--- src/rtl/ref_shallow_fifo_ctrl.sv ---
// FIFO controller around a shallow RAM with a registered read port: entries are
// written straight into the RAM and prefetched into a two-entry output buffer.
module ref_shallow_fifo_ctrl #(
    parameter int ADDR_WIDTH = 5,
    parameter int DATA_WIDTH = 32
) (
    input  logic                  clk,
    input  logic                  rst,
    input  logic                  in_valid,
    output logic                  in_ready,
    input  logic [DATA_WIDTH-1:0] in_data,
    output logic                  out_valid,
    input  logic                  out_ready,
    output logic [DATA_WIDTH-1:0] out_data,
    output logic [ADDR_WIDTH+1:0] level,
    output logic                  ram_wr_en,
    output logic [ADDR_WIDTH-1:0] ram_wr_addr,
    output logic [DATA_WIDTH-1:0] ram_wr_data,
    output logic [ADDR_WIDTH-1:0] ram_rd_addr,
    input  logic [DATA_WIDTH-1:0] ram_rd_data
);

    localparam int NUM_WORDS = 1 << ADDR_WIDTH;
    localparam int CW        = ADDR_WIDTH + 1;
    localparam int LW        = ADDR_WIDTH + 2;

    // Handshake: a transfer happens on a rising edge where valid and ready are
    // both 1; valid never waits on ready, and in_ready looks only at registered state.
    logic [ADDR_WIDTH-1:0] wr_ptr, rd_ptr;
    logic [CW-1:0]         ram_cnt, ram_cnt_n;
    logic                  in_flight;
    logic                  head_valid, head_valid_n;
    logic                  skid_valid, skid_valid_n;
    logic [DATA_WIDTH-1:0] head_data, head_data_n;
    logic [DATA_WIDTH-1:0] skid_data, skid_data_n;
    logic [LW-1:0]         level_n;
    logic [1:0]            pending;
    logic                  wr, pop, fetch;

    assign in_ready    = !rst && (ram_cnt < CW'(NUM_WORDS));
    assign wr          = in_valid && in_ready;
    assign pop         = head_valid && out_ready;
    assign ram_wr_en   = wr;
    assign ram_wr_addr = wr_ptr;
    assign ram_wr_data = in_data;
    assign ram_rd_addr = rd_ptr;
    assign out_valid   = head_valid;
    assign out_data    = head_data;

    // Buffer slots already claimed after this cycle's pop; never exceeds 2,
    // and pop implies head_valid, so the subtraction cannot underflow.
    assign pending = 2'(head_valid) + 2'(skid_valid) + 2'(in_flight) - 2'(pop);
    assign fetch   = (ram_cnt != '0) && (pending < 2'd2);

    always_comb begin
        ram_cnt_n    = ram_cnt;
        head_valid_n = head_valid;
        head_data_n  = head_data;
        skid_valid_n = skid_valid;
        skid_data_n  = skid_data;

        case ({wr, fetch})
            2'b10:   ram_cnt_n = ram_cnt + CW'(1);
            2'b01:   ram_cnt_n = ram_cnt - CW'(1);
            default: ram_cnt_n = ram_cnt;
        endcase

        if (pop) begin
            if (skid_valid) begin
                head_data_n = skid_data;
                if (in_flight) begin
                    skid_data_n = ram_rd_data;
                end else begin
                    skid_valid_n = 1'b0;
                end
            end else if (in_flight) begin
                head_data_n = ram_rd_data;
            end else begin
                head_valid_n = 1'b0;
            end
        end else if (in_flight) begin
            if (!head_valid) begin
                head_valid_n = 1'b1;
                head_data_n  = ram_rd_data;
            end else begin
                skid_valid_n = 1'b1;
                skid_data_n  = ram_rd_data;
            end
        end

        level_n = LW'(ram_cnt_n) + LW'(fetch) + LW'(head_valid_n) + LW'(skid_valid_n);
    end

    always_ff @(posedge clk) begin
        if (rst) begin
            wr_ptr     <= '0;
            rd_ptr     <= '0;
            ram_cnt    <= '0;
            in_flight  <= 1'b0;
            head_valid <= 1'b0;
            head_data  <= '0;
            skid_valid <= 1'b0;
            skid_data  <= '0;
            level      <= '0;
        end else begin
            if (wr) begin
                wr_ptr <= wr_ptr + ADDR_WIDTH'(1);
            end
            if (fetch) begin
                rd_ptr <= rd_ptr + ADDR_WIDTH'(1);
            end
            ram_cnt    <= ram_cnt_n;
            in_flight  <= fetch;
            head_valid <= head_valid_n;
            head_data  <= head_data_n;
            skid_valid <= skid_valid_n;
            skid_data  <= skid_data_n;
            level      <= level_n;
        end
    end

endmodule
--- config.mk ---
export PLATFORM = sky130hd
export DESIGN_NAME = ref_shallow_fifo_ctrl
export DESIGN_NICKNAME = d
export VERILOG_FILES = /design/src/rtl/ref_shallow_fifo_ctrl.sv
export SDC_FILE = /design/constraint.sdc
export NUM_CORES = 1
export LEC_CHECK = 0
export BUFFER_PORTS_ARGS = -buffer_cell sky130_fd_sc_hd__buf_2
export CORE_MARGIN = 2
export CORE_UTILIZATION = 45
export DETAILED_ROUTE_END_ITERATION = 12
export GPL_TIMING_DRIVEN = 0
export PLACE_DENSITY_LB_ADDON = 0.12
export SETUP_SLACK_MARGIN = 0.05
export SYNTH_ARGS = -nofsm -noshare
export SYNTH_HDL_FRONTEND = slang
export SYNTH_SLANG_ARGS = --single-unit
--- constraint.sdc ---
create_clock -name clk -period 5.44 [get_ports clk]
set_clock_uncertainty 0.1 [all_clocks]
set_input_delay 1.632 -clock clk [delete_from_list [all_inputs] [get_ports clk]]
set_output_delay 1.632 -clock clk [all_outputs]
set_load 0.01 [all_outputs]
==> flow_metrics.py, run 1 <==
metrics = {
    "run_status": {
        "status": "complete, no violations",
    },
    "die": {
        "fp-row-count": 35,
        "die_y_um": 100,
        "die-width_um": 100,
        "core_sq_um": 9110,
        "start_util_pct": 45.9,
        "dieArea_sq_um": 10100,
        "io_pins": 152,
    },
    "global_routing": {
        "grt_pass1_wl_mm": 15.3,
        "antenna_found_initial": 0,
        "grt_max_degree": 16,
        "globalRouteOverflowTotal": 0,
        "grt_pass1_vias": 3252,
        "grt_usage_pct": 19.0,
    },
    "pwr": {
        "p_leak_nw": 2.43,
        "pwr_density_cell_nw_per_um2": 499,
        "vdd_drop_max_mv": 0.192,
    },
    "worst_setup_path": {
        "required_ns": 5.57,
        "crit_type": "in -> reg",
        "startpoint_type": "input port",
        "slowest_stage": "fa_1",
        "worst-path-buf-inv": 2,
        "critical_path_peak_fanout": 9,
        "path_delay_family": "adder cells",
        "cpMostUsedCell": "ha_1",
        "slowest_delay_ns": 0.56,
        "arrival_ns": 5.24,
        "path_depth": 16,
        "r2r_cells": 15,
        "critPathCaptureType": "register",
        "cp_cell_sequence": "buf_2 > nand2_1 > ha_1 > ha_1 > a21oi_1 > xnor2_1 > a21oi_4 > ha_1 > xor2_1 > fa_1 > inv_1 > ha_1 > fa_1 > o211ai_1 > xnor2_1 > nor2_1",
    },
    "drt": {
        "drt-total-wl_mm": 9.63,
        "wl_per_cell_um": 13.3,
        "vias": 3660,
        "drc_errors": 0,
        "first_pass_iters": 4,
        "drt-initial-drc-count": 97,
        "vias_per_cell": 5.05,
        "drtAntennaViolNets": 0,
    },
    "sta": {
        "grt_setup_unrepaired": "no",
        "max_freq_ghz": 0.196,
        "worstMarginPinSlew_ns": 0.687,
        "setup_ws_ns": 0.332,
        "period_minus_slack_ns": 5.11,
        "drv_slew": 0,
        "slew_headroom_pct": 54.1,
        "finalHoldViolations": 0,
        "fin_crit_sh_pct": 93.9,
        "setup_viol": 0,
    },
    "placement": {
        "io_buffers": 118,
        "numPlacedInstances": 710,
        "preCtsSetupSlack_ns": -0.527,
        "routabilityCongestion": 0.801,
        "place_hpwl_mm": 7.16,
    },
    "synthesis": {
        "yosys_warnings": 0,
        "synth.avg_cell_area_sq_um": 8.70,
        "synth_top_area_share_pct": 43.1,
        "synthFlopType": "dfxtp_1",
        "yosys.area.top_type": "dfxtp_1",
        "synth-edff-count": 0,
        "synth-seq-cells": 90,
        "synthDistinctLibCells": 45,
        "syn-cell-area_sq_um": 4180,
        "synthArstFlopShare_pct": 0,
        "synth_area_leaders": "dfxtp_1 43%, mux2i_1 8.1%, nand2_1 6.6%",
        "syn_inst": 481,
        "ys_seq_area_share_pct": 43.1,
        "synth_common_cells": "90 x dfxtp_1, 74 x nand2_1, 59 x nor2_1, 40 x a21oi_1, 34 x mux2i_1",
        "synth_nets": 561,
        "yosysMostFrequentCell": "dfxtp_1",
    },
    "clock_network": {
        "cts_tree": "yes",
        "clkLatencyLatePin_ns": 0.36,
        "clock_path_buffers": 2,
        "h-tree-depth": 3,
        "cts_sinks": 90,
        "root_buffer": "clkbuf_8",
        "cts_buffers": 9,
        "clk_pin_slew_ns": 0.09,
    },
    "layout": {
        "diodes": 0,
        "fillers": 898,
        "layout-drive-gt1-share_pct": 29.5,
        "fin_util_pct": 56.3,
        "seq_area_sq_um": 1800,
        "nets": 689,
        "syn_to_final_growth_pct": 22.7,
        "multi_input_area_sq_um": 1970,
        "instances_no_fill": 725,
    },
    "hold_path": {
        "holdPathStages": 2,
        "min_path_type": "reg -> reg",
    },
    "run": {
        "cap_violations": 0,
    },
}
worst min-delay path: stages (launching register included):
cell	delay [ns]
dfxtp_1	0.32
nand2_1	0.05
a21oi_1	0.05
through the flow:
step	TNS (ns)	area (sq um)	hold slack (ns)	power, mW
finish	0	5130	0.358	2.56
global route	0	5130	0.375	2.77
CTS	0	5130	0.360	2.57
detailed placement	-2.10	4910	0.347	2.08
global placement	-1.87	4910	0.341	2.06
floorplan	0	4180	0.336	1.75
flip-flops by register name, summed over array words and instances (netlist names):
register     flops
in_flight        1
level            7
out_data        32
out_valid        1
ram_cnt          6
ram_rd_addr      5
ram_wr_addr      5
skid_data       32
skid_valid       1
final cells by class:
class | count | share of cell area [%]
clock buffer | 11 | 2.95
timing repair buffer | 118 | 11.5
sequential | 90 | 35.1
inverter | 10 | 0.732
tap | 111 | 2.71
clock inverter | 5 | 1.17
multi-input combinational | 317 | 38.3
buffer | 63 | 7.51
cells in the final DEF (no fill, tap or decap), types with 6 or more instances in the layout:
| cell | synthesis | layout |
|---|---|---|
| a211oi_1 | 32 | 32 |
| nor2_1 | 59 | 59 |
| xor2_1 | 8 | 8 |
| buf_2 | 8 | 126 |
| inv_1 | 10 | 10 |
| dfxtp_1 | 90 | 90 |
| nor2b_1 | 6 | 6 |
| clkbuf_8 | 0 | 11 |
| clkbuf_1 | 21 | 20 |
| mux2i_1 | 34 | 34 |
| xnor2_1 | 8 | 8 |
| nand2_1 | 74 | 74 |
| a21oi_1 | 40 | 39 |
| ha_1 | 10 | 10 |
| buf_4 | 33 | 33 |
report_power, final:
part | switching (mW) | total (mW) | internal (mW)
Sequential | 0.0817 | 0.877 | 0.795
Combinational | 0.687 | 1.20 | 0.514
Clock | 0.241 | 0.481 | 0.240
Total | 1.01 | 2.56 | 1.55
final timing paths:
kind	startpoint	end	slack, ns
worst max-delay path	out_ready	level[4]$_SDFF_PP0_	0.33
worst min-delay path	skid_data[17]$_SDFFE_PP0P_	skid_data[17]$_SDFFE_PP0P_	0.36
worst max register to register	out_valid$_SDFF_PP0_	level[4]$_SDFF_PP0_	1.26
worst min register to register	skid_data[17]$_SDFFE_PP0P_	skid_data[17]$_SDFFE_PP0P_	0.36
layer usage:
layer	part of all wire, %	global-route usage [%]
met3	6.9	4.46
met5	0	0
met4	1.7	7.27
met1	46	25.3
met2	45	30.0
timing repair:
item | CTS | global route
gates resized for setup | 1 | 1
pin swaps | 0 | 0
hold buffers | 0 | 0
buffers inserted | 0 | 0
endpoints found under the setup margin | 3 | 3
cells by family after synthesis:
group	Yosys count	share of synthesized area, %
buffers and inverters	74	10.2
xor gates and xnor gates	16	3.35
and+or+nand+nor	163	16.8
AOI/OAI and AO/OA	91	14.2
adders and majority gates	12	3.95
DFF	90	43.1
muxes	35	8.41
No activity file was read; power rests on OpenSTA's default activity.
==> run 2, diff against run 1 <==
- CTS_CLUSTER_DIAMETER: not set -> 40
- clock period: 5.44 -> 4.5 ns (I/O delays scaled with it)
==> flow_metrics.py, run 2 (synthesized netlist as in run 1, its figures left out) <==
metrics = {
    "run_status": {
        "status": "complete, no violations",
    },
    "sta": {
        "drv_slew": 0,
        "period_minus_slack_ns": 4.36,
        "slew_headroom_pct": 55.4,
        "fin_crit_sh_pct": 97.0,
        "max_freq_ghz": 0.229,
        "setup_viol": 0,
        "setup_ws_ns": 0.137,
        "worstMarginPinSlew_ns": 0.667,
        "grt_setup_unrepaired": "no",
        "finalHoldViolations": 0,
        "hold_ws_ns": 0.358,
    },
    "worst_setup_path": {
        "endpoint": "level[4]$_SDFF_PP0_",
        "timing.rr.start": "out_valid$_SDFF_PP0_",
        "startpoint_type": "input port",
        "critical_path_peak_fanout": 9,
        "arrival_ns": 4.49,
        "timing.rr.end": "level[4]$_SDFF_PP0_",
        "r2r_cells": 16,
        "required_ns": 4.63,
        "rrSetupSlack_ns": 0.66,
        "crit_type": "in -> reg",
        "critPathCaptureType": "register",
        "critPathLaunch": "out_ready",
    },
    "die": {
        "core_sq_um": 9110,
        "fp-row-count": 35,
        "die_y_um": 100,
        "dieArea_sq_um": 10100,
        "start_util_pct": 45.9,
        "io_pins": 152,
        "die-width_um": 100,
    },
    "drt": {
        "drt-initial-drc-count": 131,
        "drc_errors": 0,
        "vias": 3655,
        "first_pass_iters": 5,
        "drt-total-wl_mm": 9.58,
        "drtAntennaViolNets": 0,
        "vias_per_cell": 5.01,
        "wl_per_cell_um": 13.1,
    },
    "layout": {
        "diodes": 0,
        "syn_to_final_growth_pct": 25.8,
        "nets": 693,
        "layout-drive-gt1-share_pct": 32.0,
        "stdcell_area_sq_um": 5260,
        "fin_util_pct": 57.8,
        "final_cell_mix": "124 x buf_2, 90 x dfxtp_1, 72 x nand2_1",
        "mostFrequentLayoutCell": "buf_2",
        "fillers": 852,
    },
    "clock_network": {
        "cts_tree": "yes",
        "cts_buffers": 9,
        "clk_pin_slew_ns": 0.09,
        "cts_sinks": 90,
        "root_buffer": "clkbuf_8",
        "h-tree-depth": 3,
        "clock_path_buffers": 2,
        "clkLatencyLatePin_ns": 0.36,
    },
    "placement": {
        "io_buffers": 118,
        "routabilityCongestion": 0.810,
        "place_hpwl_mm": 7.10,
        "preCtsSetupSlack_ns": -0.545,
        "dpl_cell_area_sq_um": 4980,
    },
    "run": {
        "cap_violations": 0,
    },
    "global_routing": {
        "globalRouteOverflowTotal": 0,
        "grt_pass1_wl_mm": 15.4,
        "grt_max_degree": 16,
        "grt_usage_pct": 19.0,
        "antenna_found_initial": 0,
        "grt_pass1_vias": 3344,
    },
    "pwr": {
        "power_mw": 3.21,
        "p_leak_nw": 2.45,
        "vdd_drop_max_mv": 0.350,
        "pwr_density_cell_nw_per_um2": 610,
    },
    "hold_path": {
        "min_path_type": "reg -> reg",
    },
}
[run 2: timing repair]
item                                    CTS  global route
pin swaps                                 0             3
setup buffers                             3             1
hold endpoints to repair                  0             0
gates resized for setup                   2            10
endpoints found under the setup margin    6             3
hold buffers                              0             0
gates cloned                              0             0
[run 2: stage by stage]
| step | TNS (ns) | std cells |
|---|---|---|
| 4_1_cts | 0 | 729 |
| 3_5_place_dp | -2.60 | 710 |
| 6_report | 0 | 729 |
| 5_1_grt | 0 | 729 |
| 3_3_place_gp | -2.43 | 710 |
| 2_1_floorplan | -0.0733 | 481 |
[run 2: final cells by class]
type                       count  area [sq um]  share of cell area, %
multi-input combinational    317          2070                   39.3
sequential                    90          1800                   34.2
timing repair buffer         122           623                   11.8
buffer                        63           402                   7.63
tap                          111           139                   2.64
clock buffer                  10           128                   2.42
clock inverter                 6          66.3                   1.26
inverter                      10          37.5                  0.713
[run 2: layer usage]
metal	part of all wire, %	track usage (%)	wire length (um)	vias to the layer above
met5	0	0	0	-
met4	1.4	6.95	132	0
met3	5.8	3.76	558	11
met2	48	32.4	4610	121
met1	45	23.7	4280	1664
li1	-	-	-	1859
[run 2: how the worst min path moves through the flow]
stage / startpoint / end / cells after the start
after detailed placement: skid_data[18]$_SDFFE_PP0P_ / skid_data[18]$_SDFFE_PP0P_ / 2
after CTS: skid_data[11]$_SDFFE_PP0P_ / skid_data[11]$_SDFFE_PP0P_ / 2
after global routing: skid_data[6]$_SDFFE_PP0P_ / skid_data[6]$_SDFFE_PP0P_ / 2
final: skid_data[10]$_SDFFE_PP0P_ / skid_data[10]$_SDFFE_PP0P_ / 2
after floorplan: skid_data[0]$_SDFFE_PP0P_ / skid_data[0]$_SDFFE_PP0P_ / 2
after global placement: skid_data[17]$_SDFFE_PP0P_ / skid_data[17]$_SDFFE_PP0P_ / 2
[run 2: power by group]
part	total (mW)	internal (mW)	switching, mW
Clock	0.553	0.258	0.295
Combinational	1.59	0.723	0.870
Sequential	1.07	0.962	0.105
Total	3.21	1.94	1.27
[run 2: worst max-delay path, cell delays in order]
cell and delay, ns:
clkbuf_4 0.16, nand2_8 0.06, ha_4 0.25, ha_4 0.26, a21oi_4 0.05, xnor2_2 0.16
a21oi_4 0.19, ha_4 0.23, clkbuf_8 0.16, xor2_2 0.16, fa_1 0.52, inv_1 0.04
ha_2 0.19, fa_2 0.35, o211ai_1 0.14, xnor2_1 0.15, nor2_1 0.06
